File: src/rtl/lc3b_types.sv
// Shared LC-3b types: data word, byte mask and the memory port arbiter state/constants.
package lc3b_types;

    typedef logic [15:0] lc3b_word;
    typedef logic [1:0]  lc3b_mem_wmask;

    typedef enum logic [1:0] {
        ARB_IDLE    = 2'd0,
        ARB_GRANT_A = 2'd1,
        ARB_GRANT_B = 2'd2
    } lc3b_arb_state;

    localparam int unsigned ARB_STREAK_W = 4;

endpackage

File: src/rtl/mem_port_arbiter_chk.sv
// Simulation-only protocol checks for mem_port_arbiter: read+write overlap and resp exclusivity.
module mem_port_arbiter_chk
    import lc3b_types::*;
(
    input logic          clk,
    input logic          rst_n,
    input lc3b_arb_state state,
    input logic          read_a,
    input logic          write_a,
    input logic          read_b,
    input logic          write_b,
    input logic          resp_a,
    input logic          resp_b
);

    // Flag a granted port driving read and write together, and overlapping completions.
    always @(posedge clk) begin
        if (rst_n) begin
            assert (!(state == ARB_GRANT_A && read_a && write_a))
                else $warning("port A read and write both high; write performed");
            assert (!(state == ARB_GRANT_B && read_b && write_b))
                else $warning("port B read and write both high; write performed");
            assert (!(resp_a && resp_b))
                else $error("resp_a and resp_b high in the same cycle");
        end
    end

endmodule

File: src/rtl/mem_port_arbiter.sv
// Two-port to one-port memory arbiter: fixed B priority with an A starvation guard,
// or round-robin when ARB_ROUND_ROBIN_EN is defined.
module mem_port_arbiter
    import lc3b_types::*;
#(
    parameter int unsigned MAX_B_STREAK = 4
) (
    input  logic          clk,
    input  logic          rst_n,
    input  logic          read_a,
    input  logic          write_a,
    input  lc3b_mem_wmask wmask_a,
    input  lc3b_word      address_a,
    input  lc3b_word      wdata_a,
    output logic          resp_a,
    output lc3b_word      rdata_a,
    input  logic          read_b,
    input  logic          write_b,
    input  lc3b_mem_wmask wmask_b,
    input  lc3b_word      address_b,
    input  lc3b_word      wdata_b,
    output logic          resp_b,
    output lc3b_word      rdata_b,
    output logic          pmem_read,
    output logic          pmem_write,
    output lc3b_mem_wmask pmem_wmask,
    output lc3b_word      pmem_address,
    output lc3b_word      pmem_wdata,
    input  logic          pmem_resp,
    input  lc3b_word      pmem_rdata
);

    lc3b_arb_state state_r, next_state_s;
    logic          req_a_s, req_b_s;
    logic          pick_a_s, pick_b_s;

    assign req_a_s = read_a | write_a;
    assign req_b_s = read_b | write_b;
    assign rdata_a = pmem_rdata;
    assign rdata_b = pmem_rdata;

`ifdef ARB_ROUND_ROBIN_EN
    logic last_b_r, next_last_b_s;

    // Grant choice in IDLE: on contention the port not granted last wins.
    always_comb begin
        pick_a_s = 1'b0;
        pick_b_s = 1'b0;
        if (req_a_s && req_b_s) begin
            pick_b_s = ~last_b_r;
            pick_a_s = last_b_r;
        end else begin
            pick_a_s = req_a_s;
            pick_b_s = req_b_s;
        end
    end

    // Remember which port took the most recent grant.
    always_comb begin
        next_last_b_s = last_b_r;
        if (state_r == ARB_IDLE && pick_b_s) begin
            next_last_b_s = 1'b1;
        end else if (state_r == ARB_IDLE && pick_a_s) begin
            next_last_b_s = 1'b0;
        end else begin
            next_last_b_s = last_b_r;
        end
    end

    // Last-grant register, reset to A so the first contention goes to B.
    always_ff @(posedge clk or negedge rst_n) begin
        if (!rst_n) begin
            last_b_r <= 1'b0;
        end else begin
            last_b_r <= next_last_b_s;
        end
    end
`else
    localparam logic [ARB_STREAK_W-1:0] MAX_STREAK = ARB_STREAK_W'(MAX_B_STREAK);

    logic [ARB_STREAK_W-1:0] streak_r, next_streak_s;
    logic                    a_pend_r, next_a_pend_s;

    // Grant choice in IDLE: B first unless A has waited through MAX_B_STREAK B grants.
    always_comb begin
        pick_b_s = req_b_s && (!req_a_s || (streak_r < MAX_STREAK));
        pick_a_s = req_a_s && !pick_b_s;
    end

    // a_pend latches whether A was waiting when B was granted; streak updates on completion.
    always_comb begin
        next_streak_s = streak_r;
        next_a_pend_s = a_pend_r;
        if (state_r == ARB_IDLE && pick_b_s) begin
            next_a_pend_s = req_a_s;
        end else if (state_r == ARB_GRANT_A && pmem_resp) begin
            next_streak_s = {ARB_STREAK_W{1'b0}};
        end else if (state_r == ARB_GRANT_B && pmem_resp) begin
            if (!a_pend_r) begin
                next_streak_s = {ARB_STREAK_W{1'b0}};
            end else if (streak_r >= MAX_STREAK) begin
                next_streak_s = MAX_STREAK;
            end else begin
                next_streak_s = streak_r + 4'd1;
            end
        end else begin
            next_streak_s = streak_r;
        end
    end

    // Starvation-guard registers.
    always_ff @(posedge clk or negedge rst_n) begin
        if (!rst_n) begin
            streak_r <= {ARB_STREAK_W{1'b0}};
            a_pend_r <= 1'b0;
        end else begin
            streak_r <= next_streak_s;
            a_pend_r <= next_a_pend_s;
        end
    end
`endif

    // FSM next state: grants hold until pmem_resp, then always pass through IDLE.
    always_comb begin
        next_state_s = state_r;
        case (state_r)
            ARB_IDLE: begin
                if (pick_b_s) begin
                    next_state_s = ARB_GRANT_B;
                end else if (pick_a_s) begin
                    next_state_s = ARB_GRANT_A;
                end else begin
                    next_state_s = ARB_IDLE;
                end
            end
            ARB_GRANT_A, ARB_GRANT_B: begin
                if (pmem_resp) begin
                    next_state_s = ARB_IDLE;
                end else begin
                    next_state_s = state_r;
                end
            end
            default: next_state_s = ARB_IDLE;
        endcase
    end

    // FSM state register.
    always_ff @(posedge clk or negedge rst_n) begin
        if (!rst_n) begin
            state_r <= ARB_IDLE;
        end else begin
            state_r <= next_state_s;
        end
    end

    // Output mux: mirror the granted port; a write wins over a simultaneous read.
    always_comb begin
        pmem_read    = 1'b0;
        pmem_write   = 1'b0;
        pmem_wmask   = 2'b00;
        pmem_address = 16'h0000;
        pmem_wdata   = 16'h0000;
        resp_a       = 1'b0;
        resp_b       = 1'b0;
        case (state_r)
            ARB_GRANT_A: begin
                pmem_read    = read_a & ~write_a;
                pmem_write   = write_a;
                pmem_wmask   = wmask_a;
                pmem_address = address_a;
                pmem_wdata   = wdata_a;
                resp_a       = pmem_resp;
            end
            ARB_GRANT_B: begin
                pmem_read    = read_b & ~write_b;
                pmem_write   = write_b;
                pmem_wmask   = wmask_b;
                pmem_address = address_b;
                pmem_wdata   = wdata_b;
                resp_b       = pmem_resp;
            end
            default: begin
                pmem_read = 1'b0;
            end
        endcase
    end

`ifndef SYNTHESIS
    mem_port_arbiter_chk u_chk (
        .clk     (clk),
        .rst_n   (rst_n),
        .state   (state_r),
        .read_a  (read_a),
        .write_a (write_a),
        .read_b  (read_b),
        .write_b (write_b),
        .resp_a  (resp_a),
        .resp_b  (resp_b)
    );
`endif

endmodule

File: config.mk
export PLATFORM = sky130hd
export DESIGN_NAME = mem_port_arbiter
export DESIGN_NICKNAME = d
export VERILOG_FILES = /design/src/rtl/lc3b_types.sv /design/src/rtl/mem_port_arbiter_chk.sv /design/src/rtl/mem_port_arbiter.sv
export SDC_FILE = /design/constraint.sdc
export NUM_CORES = 1
export LEC_CHECK = 0
export BUFFER_PORTS_ARGS = -buffer_cell sky130_fd_sc_hd__buf_4
export CAP_MARGIN = 10
export CORE_ASPECT_RATIO = 1.5
export CORE_MARGIN = 2
export CORE_UTILIZATION = 34
export CTS_CLUSTER_SIZE = 16
export DETAILED_ROUTE_END_ITERATION = 10
export HOLD_SLACK_MARGIN = 0.06
export PLACE_DENSITY = 0.95
export SLEW_MARGIN = 15
export SYNTH_ARGS = -nofsm -noshare
export SYNTH_HDL_FRONTEND = slang
export SYNTH_SLANG_ARGS = --single-unit
File: constraint.sdc
create_clock -name clk -period 3.05 [get_ports clk]
set_clock_uncertainty 0.2 [all_clocks]
set_input_delay 0.1525 -clock clk [delete_from_list [all_inputs] [get_ports clk]]
set_output_delay 0.1525 -clock clk [all_outputs]
set_load 0.01 [all_outputs]
==> summary.md, run 1 <==
The run gives 56.0% as the share of the core filled with cells. The post-route netlist has 53.2% of its cells at a drive strength greater than 1. The critical setup path kind is reg2out. The run gives 0 as the number of endpoints with negative hold slack in the final report.

The delay of the slowest critical-path stage works out to 0.54 ns. Summing the areas of all fa, ha and maj instances in the mapped netlist gives 4.11% of the synthesized area. The H-tree level count came out at 1. The tools report the relative slew slack as 72.9%. From bottom edge to top edge, the die measures 77.3 um. The most numerous cell type found on the critical path is sky130_fd_sc_hd__buf_4.

The combined buffer and inverter count along the critical path works out to 3. Once layout is done, the placed cells without fillers occupy 1910 um^2. The remaining antenna violation count is 0, and the proportion of synthesized chip area in sequential cells is 14.4%. The floorplan die width came out at 52.9 um. The number of max-slew violations in the final report is 0, and the register bit total from synthesis is 7.

The total of max-cap violations came out at 0. The die area was 4080 um^2; the aggregate global routing overflow was 0. For the number of placement rows, the log shows 26. TritonCTS built the clock tree. The run gives 156 as the gate count of the mapped netlist. The starting density of the core was 35.6%.

The run gives 23 as the maximum number of pins on one net before global-route repair. Data on the critical path arrives at its endpoint at 1.82 ns. For this design, the slowest cell found on the critical path is sky130_fd_sc_hd__ha_1.

In the finished design, the share of the clock period the worst path needs comes to 71.3%. The signal on the critical path passes through inv_1 > ha_1 > buf_4 > nor2b_1 > buf_4. The power density over the cells was 779 nW/um^2. The flow ran to the end, and the final reports show no timing, DRC or antenna violations. Summed over all cells, the static leakage comes to 0.000922 uW. The number of diodes was 0. After detailed routing, the total wire length is 3.92 mm. The initial antenna violation count is 0. The tools report the critical path capture point type as an output port. Setup repair after global routing left no endpoint under its margin. Once detailed placement completed, the half-perimeter wirelength came to 3.07 mm. The via count of the first global-routing pass was 1324; the multiplexer fraction of the synthesized cell area was 2.88%. The run gives 0.609 mV as the worst vdd rail ir drop.

By area, the combinational part of the netlist is dominated by compound AO/OA/AOI/OAI gates. On the final layout, the worst hold slack is 0.0754 ns. After the last flow step, the layout net total stands at 331. The number of gates resized after CTS was 0.

The worst setup slack before clock tree synthesis is 1.05 ns, and the number of ports placed on the die boundary is 161. The average detailed-routed wire length per instance is 14.1 um, and the basic-gate share of the synthesized area counting and, or, nand and nor cells is 24.3%. Dividing the synthesized area by the synthesized cell count gives 7.80 um^2. Share of the synthesized netlist area taken by xor and xnor gates: 0%. STA classifies the critical path startpoint as a register. The routability-driven placement congestion ratio is 0.769, and the data required time at the worst endpoint is 2.70 ns. The synthesized netlist occupies a cell area of 1220 um^2. The maximum net fanout on the critical path was 21; the total routing usage reported by global routing was 17.7%. The clock drives 7 sinks. The first detailed-routing pass took 4 iterations. The logs give 3420 um^2 for the area of the core region and 0 for the remaining routing DRC violations. Synthesized net count: 251. The library cell used as clock root buffer is sky130_fd_sc_hd__clkbuf_8. The violation count after the first detailed-route iteration was 30. The worst path in the final design needs a cycle of 2.18 ns, including I/O delays and setup. In this run, distinct cell masters in the synthesized netlist total 25.

The final-layout setup total negative slack is 0 ns, and the clock buffer count from CTS is 3. In this run the cell area measured after placement is 1860 um^2. Type of the most critical hold path: in2async. During placement, the flow inserted port buffers numbering 112. The area growth from synthesis to layout is 57.0%. Setup violations remaining at the end of the flow were counted as 0. The routed layout has 1392 vias. Counting along the longest clock path gives a buffer depth of 2.

The post-synthesis compound-gate area fraction came out at 28.9%. Broken down by cell family, the worst path's largest delay share belongs to adder cells. The clock-pin transition on the worst setup and hold timing paths was 0.04 ns. The first-pass GRT wire length came out at 5.70 mm. Using the TritonRoute via totals, the vias-per-cell ratio works out to 5.03. The run gives 460 MHz as the highest attainable clock frequency.

For this run, the number of Yosys warnings is 0. For the final worst-path setup slack, the log shows 0.874 ns. The slew at the pin closest to its max-slew limit came out at 0.407 ns. At the later pin of the worst-skew pair, clock insertion delay measures 0.22 ns.
[synthesized netlist by cell type, drive strengths merged]
master	n	area, um^2
nand3	1	5.00
a211oi	1	7.51
o21ai	2	10.0
buf	40	280
dfrtp	7	175
nor2b	36	225
a22o	1	8.76
inv	5	18.8
nand4	2	12.5
mux2	1	15.0
ha	4	50.1
o22ai	2	18.8
and2b	1	8.76
or2	1	8.76
clkbuf	3	11.3
and2	2	12.5
nor2	2	7.51
a31oi	3	33.8
o311a	1	10.0
mux2i	2	20.0
a22oi	35	263
nand2	4	15.0
[worst register-to-register path, delay by kind of cell (launching register included)]
family | cells | cell delay (ns)
AO/OA/AOI/OAI | 2 | 0.42
adder cells (fa/ha/maj) | 1 | 0.16
buffers and inverters | 2 | 0.33
flip-flops | 1 | 0.40
multiplexers | 1 | 0.32
[layout make-up]
cell class	instances	area, um^2
clock buffer	4	45.0
fill	315	1500
inverter	5	18.8
multi-input combinational	101	732
sequential	7	175
tap	42	52.6
timing repair buffer	118	888
[metal layers]
metal	vias to the layer above	GRT usage, %	wire length (um)
li1	677	-	-
met1	628	16.4	1340
met2	71	33.4	2040
met3	16	5.45	436
met4	0	7.44	98
met5	-	0	0
[registers in the layout, indices dropped and copies added (netlist names)]
name / flops
a_pend_r: 1
state_r: 2
streak_r: 4
[metrics by stage]
step / total power [uW] / std cells
final: 1490 / 277
after global routing: 1610 / 277
after CTS: 1510 / 277
after detailed placement: 1380 / 272
after global placement: 1340 / 272
after floorplan: 950 / 156
[cell families after synthesis]
group | Yosys count
DFF | 7
and+or+nand+nor | 49
AOI/OAI and AO/OA | 45
muxes | 3
adders and majority gates | 4
buffers and inverters | 48
[placed cells by master (no fill, tap or decap)]
| master | count |
|---|---|
| sky130_fd_sc_hd__buf_4 | 117 |
| sky130_fd_sc_hd__nor2b_1 | 36 |
| sky130_fd_sc_hd__a22oi_1 | 35 |
| sky130_fd_sc_hd__dfrtp_1 | 7 |
| sky130_fd_sc_hd__inv_1 | 5 |
| sky130_fd_sc_hd__nand2_1 | 4 |
| sky130_fd_sc_hd__ha_1 | 4 |
| sky130_fd_sc_hd__clkbuf_8 | 3 |
| sky130_fd_sc_hd__and2_1 | 2 |
| sky130_fd_sc_hd__nor2_1 | 2 |
| sky130_fd_sc_hd__nand4_1 | 2 |
| sky130_fd_sc_hd__o21ai_0 | 2 |
| sky130_fd_sc_hd__mux2i_1 | 2 |
| sky130_fd_sc_hd__a31oi_1 | 2 |
| sky130_fd_sc_hd__o22ai_1 | 1 |
| sky130_fd_sc_hd__o22ai_2 | 1 |
| sky130_fd_sc_hd__or2_4 | 1 |
| sky130_fd_sc_hd__a31oi_4 | 1 |
| sky130_fd_sc_hd__a211oi_1 | 1 |
| sky130_fd_sc_hd__a22o_1 | 1 |
| sky130_fd_sc_hd__and2b_2 | 1 |
| sky130_fd_sc_hd__nand3_1 | 1 |
| sky130_fd_sc_hd__o311a_1 | 1 |
| sky130_fd_sc_hd__mux2_4 | 1 |
| sky130_fd_sc_hd__clkbuf_1 | 1 |
| sky130_fd_sc_hd__dlygate4sd3_1 | 1 |
[final timing paths]
path                            cells past startpoint  slack [ns]             end       start
worst max-delay path                                5        0.87  pmem_wdata[13]  state_r[0]
worst min register to register                      2        0.33      state_r[1]  state_r[1]
worst max register to register                      6        1.10     streak_r[2]  state_r[0]
worst min-delay path                                2        0.08     streak_r[1]       rst_n
min in group clk                                    3        0.08      state_r[1]   pmem_resp
max in group asynchronous                           2        2.45      state_r[0]       rst_n
[report_power, final]
part,internal [uW],switching [uW]
clock network,90.4,39.2
logic,626,570
registers,130,33.7
[timing repair]
action                    4_1_cts  5_1_grt
hold buffers                    1        0
buffers inserted                0        0
hold endpoints to repair        7        0
No activity file was read; power rests on OpenSTA's default activity.
==> inputs of run 2 (changes only) <==
Settings changed: CORE_UTILIZATION 34 to 29, PLACE_DENSITY 0.95 to 0.89.
Clock period 3.05 ns to 1.85 ns, I/O delays scaled along.
==> run 2 against run 1 <==
  * The run now ends with negative setup slack left
  * Flip-flop and latch count unchanged
  * Largest cell class unchanged
  * Register-to-register slack got worse by 1.0 ns
  * Final area increased by 21%
  * Global-route usage increased by 0.43 points
  * Clock power increased by 70%
  * Cell count increased by 9.7%
  * Clock-buffer cell count decreased by 1
  * Sequential share of layout area decreased by 1.6 points
  * Sequential power increased by 66%
  * Wire length increased by 20%
  * Core utilization increased by 2.0 points
  * Critical path depth increased by 2
==> summary.md, run 2 (synthesis results as in run 1) <==
Across the run, the number of max-cap violations was 0. At the end of routability-driven placement, the weighted congestion stood at 0.752. After the last flow step, the layout net total stands at 355. At the pin with the least slew margin, the transition time is 0.354 ns. Dividing the final minimum period by the clock period gives 103%. Buffers placed on the I/O ports in this run total 112. Data required time at the worst endpoint: 1.56 ns. In this run the worst setup path begins at state_r[0]. Setup repair after global routing could not meet its margin everywhere. The run gives 83.4% as the logic gate share of total power.

After detailed routing, the number of vias per cell comes to 5.03. The core region is 3990 um^2. In the final routed layout, each cell accounts on average for 15.5 um. During I/O placement, the number of pins put on the boundary was 161. Counting every sink on the clock net gives 7.

The clock-pin transition on the worst setup and hold timing paths is 0.04 ns, and the final-layout fill cell count is 357. Detailed routing placed a total of 400 um of wire on met3. The wire-length estimate of the detail-placed layout is 3.15 mm.

The leakage power was 0.00107 uW; the final worst-path setup slack was -0.0512 ns. The power share of the clock group came out at 7.5%. Fraction of final layout cells with drive strength greater than 1: 56.4%. TritonCTS built the clock tree.

In this run the horizontal extent of the chip is 56.9 um. The smallest clock period supported by the final layout is computed as 1.90 ns. The sequential fraction of design power is 9.1%, and the switching power share of the total is 42.2%. The logs give 1250 uW for the total net switching power and 0 for the aggregate global routing overflow. The path class of the tightest hold or removal check is in2reg.

The longest clock path from root to sink contains 2 buffers. For the final-layout setup total negative slack, the log shows -0.0512 ns. More flip-flops sit in one register than any other, and that register is streak_r. The tightest hold path in the finished design has a slack of 0.0445 ns. The detail route stage leaves a number of antenna-violating nets equal to 0.

The detailed router placed 1530 vias in this run. In the layout the commonest cells are 113 x sky130_fd_sc_hd__buf_4, 34 x sky130_fd_sc_hd__nor2b_1, 28 x sky130_fd_sc_hd__a22oi_1. The final reports fail on negative setup slack. Measured along the y axis, the die boundary spans 83.4 um.

Clock tree synthesis inserted a total of 3 buffers. In this run the worst path has a maximum fanout of 16. The maximum number of pins on one net before global-route repair is 29, and the detailed-router iteration count before antenna repair is 4. The worst setup path is captured at an output port.

The library cell used as clock root buffer was sky130_fd_sc_hd__clkbuf_8. The H-tree level count is 1. The power density over the cells is 1280 nW/um^2, and the synthesis-to-finish area growth is 90.0%.

The die covers 4740 um^2. The flow ran to the end, but the final reports show violations. The tools report the critical path launch point type as a register. The startpoint of the most critical register-to-register path was state_r[1]. The tools report the number of diodes as 0. The internal power of the cells totals 1710 uW. The run gives 57 as the violation count after the first detailed-route iteration.

The tools report the total length of routed met2 wires as 2.73 mm. The logs give 0 for the number of endpoints with negative hold slack in the final report and 28 for the number of placement rows. The flip-flop count of the largest register, all copies and words added works out to 4. For the total routing usage reported by global routing, the log shows 18.1%. For this configuration, the core starts out at a cell density of 30.5%.

The largest registers in the layout are streak_r (4), state_r (2), a_pend_r (1). Power comes to 2970 uW. The initial antenna violation count is 0. The critical hold path startpoint was write_b. Critical setup path kind: reg2out.

Headroom to the max-slew limit came out at 76.3%. First-pass GRT wire length: 7.12 mm. The met1 wire length came out at 1.49 mm.

The number of max-slew violations in the final report is 0. Based on the critical path, the design can be clocked at up to 526 MHz. The setup violation total in the final timing report is 1, and the remaining routing DRC violations is 0. Leaving out fill and tap cells, the most frequent cell in the layout is sky130_fd_sc_hd__buf_4.

The clock insertion delay at the later pin of the skew report was 0.24 ns. The run gives 1.61 ns as the data arrival time at the worst-slack endpoint. The total wirelength of the detailed-routed design was 4.71 mm; the via count of the first global-routing pass was 1478.

The detailed router used layers up to and including met4. The worst-case IR drop observed on VDD is 1.36 mV.
[run 2: cell types whose count changed in the layout (fill, tap and decap cells not counted), moves of 3 or more]
cell | before | now
sky130_fd_sc_hd__dlygate4sd3_1 | 1 | 22
sky130_fd_sc_hd__a22oi_1 | 35 | 28
sky130_fd_sc_hd__a22oi_2 | 0 | 7
sky130_fd_sc_hd__buf_4 | 117 | 113
sky130_fd_sc_hd__buf_12 | 0 | 3
sky130_fd_sc_hd__ha_1 | 4 | 1
sky130_fd_sc_hd__ha_4 | 0 | 3
[run 2: stage by stage]
step | worst slack (ns) | cells | utilization [%] | cell area, um^2
6_report | -0.0512 | 304 | 57.9 | 2310
4_1_cts | 0.00231 | 303 | 54.0 | 2160
5_1_grt | -0.103 | 304 | 57.9 | 2310
3_5_place_dp | 0.126 | 276 | 46.8 | 1870
3_3_place_gp | 0.177 | 276 | 46.8 | 1870
2_1_floorplan | 0.260 | 156 | - | 1220
[run 2: final timing paths]
kind / to / slack (ns) / depth (start not counted)
max: pmem_read / -0.05 / 7
min: a_pend_r / 0.04 / 3
max reg2reg: streak_r[2] / 0.08 / 5
min reg2reg: streak_r[1] / 0.34 / 2
max in group asynchronous: state_r[1] / 0.53 / 3
min in group asynchronous: streak_r[3] / 0.66 / 3
[run 2: cell type report]
cell class	count	area, um^2	area share, %
tap	45	56.3	2.43
timing repair buffer	142	1190	51.5
clock buffer	3	41.3	1.78
multi-input combinational	101	826	35.7
sequential	7	175	7.57
inverter	5	18.8	0.811
clock inverter	1	5.00	0.216
[run 2: critical path, stage by stage, from the launching register on]
cell                      delay [ns]
sky130_fd_sc_hd__dfrtp_1        0.38
sky130_fd_sc_hd__inv_2          0.11
sky130_fd_sc_hd__ha_4           0.16
sky130_fd_sc_hd__buf_8          0.15
sky130_fd_sc_hd__nand2_1        0.11
sky130_fd_sc_hd__o22ai_2        0.19
sky130_fd_sc_hd__and2_4         0.18
sky130_fd_sc_hd__buf_6          0.10
[run 2: power by group through the flow]
stage	Sequential (uW)	Clock [uW]	Combinational [uW]
after floorplan	251	0	1320
after global placement	259	0	2000
after detailed placement	266	0	2030
after CTS	264	222	2140
after global routing	276	226	2690
final	271	221	2480
[run 2: per-layer routing]
layer	vias up	GRT usage [%]
li1	724	-
met1	700	18.5
met2	97	36.3
met3	9	2.34
met4	0	5.29
met5	-	0
[run 2: what timing repair did]
action | CTS | global route
setup endpoints to repair | 4 | 37
gates resized for setup | 4 | 29
pin swaps | 0 | 6
buffers inserted | 0 | 1
gates cloned | 0 | 1
hold endpoints to repair | 41 | 0
hold buffers | 23 | 0
==> inputs of run 3 (changes only) <==
Settings changed: CORE_UTILIZATION 29 to 32, PLACE_DENSITY 0.89 to 0.82.
Clock period 1.85 ns to 2.1 ns, I/O delays scaled along.
==> run 3 against run 2 <==
  * The flow now finishes without violations
  * Worst hold slack better by 0.12 ns
  * Wire length is 1.7% higher
  * First-iteration DRC count shrank 23%
  * Register-to-register slack improved by 0.22 ns
  * Die area is 8.8% lower
  * Sequential share of layout area is 0.56 points higher
  * Power shrank 22%
  * Critical endpoint is now pmem_address[10]
  * Largest cell class unchanged
  * Global-route usage is 2.9 points higher
==> summary.md, run 3 (synthesis results as in run 1) <==
After detailed routing, the total wire length is 4.79 mm. The tools report the number of ports placed on the die boundary as 161. For the maximum number of pins on one net before global-route repair, the log shows 31.

The final-layout setup total negative slack was 0 ns. The clock net sink count was 7. The placed wire-length estimate after detailed placement came out at 3.39 mm. The logs give 0 for the setup violation total in the final timing report and 0 for the remaining routing DRC violations.

In this run, the number of DRC markers left after iteration 0 of detailed routing was 44. Leaving out fill and tap cells, the most frequent cells in the layout are 119 x sky130_fd_sc_hd__buf_4, 36 x sky130_fd_sc_hd__nor2b_1, 34 x sky130_fd_sc_hd__a22oi_1. Once detail routing completed, the nets flagged for antenna violations numbered 0. The die height came out at 79.5 um. The worst path uses 94.0% of the clock period.

Clock-pin slew was measured on the worst setup and hold paths at 0.04 ns. Data arrives at the worst endpoint at 1.67 ns. The total of max-cap violations came out at 0. The floorplan step defined a core boundary enclosing 3650 um^2. The tools report the worst setup path startpoint as state_r[0].

The path class of the tightest hold or removal check is in2reg. Routability-driven placement finished with a final weighted congestion of 0.814. The number of max-slew violations in the final report came out at 0. Global routing used 21.0% of the available tracks. In this run the worst path has a maximum fanout of 30.

The post-place instance area was 1870 um^2; the register-to-register setup slack was 0.30 ns. At the placement stage, the worst setup path has a slack of 0.307 ns. The logs give 33.4% for the starting density of the core and 0 for the number of diodes. In this run the static leakage power is 0.00103 uW. The H-tree level count came out at 1.

Via count of the first global-routing pass: 1470. The initial antenna violation count is 0, and the total non-filler cell area in the finished layout is 2150 um^2. The fraction of final layout cells with drive strength greater than 1 is 49.8%, and the relative slew slack is 75.7%. After layout, the minimum clock period comes to 1.97 ns. The longest clock path from root to sink contains 2 buffers.

Global routing finished with a remaining overflow of 0. The power density over the cells is 1070 nW/um^2, and the number of placement rows is 27. The highest attainable clock frequency was 507 MHz. The critical path capture point type was an output port. streak_r holds more flip-flops than any other register. Counting the buffers created by CTS gives 3. Cell depth of the worst min-delay path: 4. The flow ran to the end, and the final reports show no timing, DRC or antenna violations. The register with the most flip-flops in the layout has 4 of them.

Setup repair after global routing left no endpoint under its margin. The startpoint identified for the worst register-to-register timing path is state_r[0]. The number of endpoints with negative hold slack in the final report was 0. The critical path is of the reg2out type. The tools report the critical path launch point type as a register. The final route contains 1588 vias.

At the end of the flow, the number of nets in the layout was 355. The count of port buffers added during placement was 112; the clock insertion delay at the later pin of the skew report was 0.23 ns. The first detailed-routing pass ran for 4 iterations.

The die is 54.4 um wide. The first global-routing pass estimated 6.70 mm of wire. Relative to the synthesized area, the layout overhead comes to 77.0%.

The average detailed-routed wire length per instance is 15.9 um, and the mean number of vias per cell is 5.26. The worst-case reg-to-reg path depth was 5. TritonCTS built the clock tree.

Once routing completed, OpenROAD measured the worst setup slack at 0.127 ns. The largest registers in the layout are streak_r (4), state_r (2), a_pend_r (1). Leaving out fill and tap cells, the most frequent cell in the layout is sky130_fd_sc_hd__buf_4. For the die area, the log shows 4320 um^2. In this run the most critical hold path is launched from write_a.

The tree is rooted in a sky130_fd_sc_hd__clkbuf_8. The worst vdd rail ir drop is 0.723 mV, and the data required time at the worst endpoint is 1.79 ns. The slew at the pin closest to its max-slew limit was 0.361 ns.
## run 3: cell types whose count changed in the layout (fill, tap and decap cells not counted), moves of 3 or more
cell / before / now
sky130_fd_sc_hd__a22oi_2: 7 / 1
sky130_fd_sc_hd__a22oi_1: 28 / 34
sky130_fd_sc_hd__buf_12: 3 / 0
sky130_fd_sc_hd__ha_1: 1 / 4
sky130_fd_sc_hd__buf_4: 113 / 119
sky130_fd_sc_hd__ha_4: 3 / 0
## run 3: area by class of cell
class,instances,area [um^2]
fill,341,1490
timing repair buffer,142,1120
multi-input combinational,101,737
sequential,7,175
tap,43,53.8
clock buffer,3,41.3
inverter,5,18.8
clock inverter,1,5.00
## run 3: metal layers
metal,vias up,track usage [%],share of wire [%]
li1,729,-,-
met1,716,19.3,30
met4,0,8.75,3.2
met5,-,0,0
met2,128,41.1,55
met3,15,4.49,11
## run 3: final timing paths
kind,to
max in group asynchronous,streak_r[2]
min in group asynchronous,streak_r[1]
worst max register to register,state_r[0]
worst min register to register,state_r[1]
worst max-delay path,pmem_address[10]
worst min-delay path,state_r[1]
## run 3: repair_timing
item	4_1_cts	5_1_grt
hold endpoints to repair	41	0
gates resized for setup	0	1
buffers inserted	0	0
hold buffers	23	0
setup endpoints to repair	0	1
## run 3: power breakdown
| part | leakage (uW) | switching (uW) | total (uW) | internal, uW |
|---|---|---|---|---|
| Combinational | 0.000914 | 903 | 1880 | 974 |
| Clock | 0.0000255 | 61.9 | 191 | 129 |
| Sequential | 0.0000881 | 47.1 | 236 | 188 |
| Total | 0.00103 | 1010 | 2300 | 1290 |
## run 3: through the flow
step	utilization, %	power [uW]	hold WS (ns)	std cells
3_5_place_dp	51.3	2040	-0.275	275
3_3_place_gp	51.3	2010	-0.278	275
5_1_grt	59.1	2490	0.182	302
4_1_cts	58.9	2300	0.125	302
6_report	59.1	2300	0.162	302
2_1_floorplan	-	1380	-0.391	156
## run 3: worst max-delay path, stage by stage (launching register included)
cell	delay [ns]
sky130_fd_sc_hd__dfrtp_1	0.39
sky130_fd_sc_hd__inv_1	0.09
sky130_fd_sc_hd__ha_1	0.20
sky130_fd_sc_hd__buf_4	0.32
sky130_fd_sc_hd__a22oi_1	0.15
sky130_fd_sc_hd__nor2b_1	0.14
sky130_fd_sc_hd__buf_4	0.13
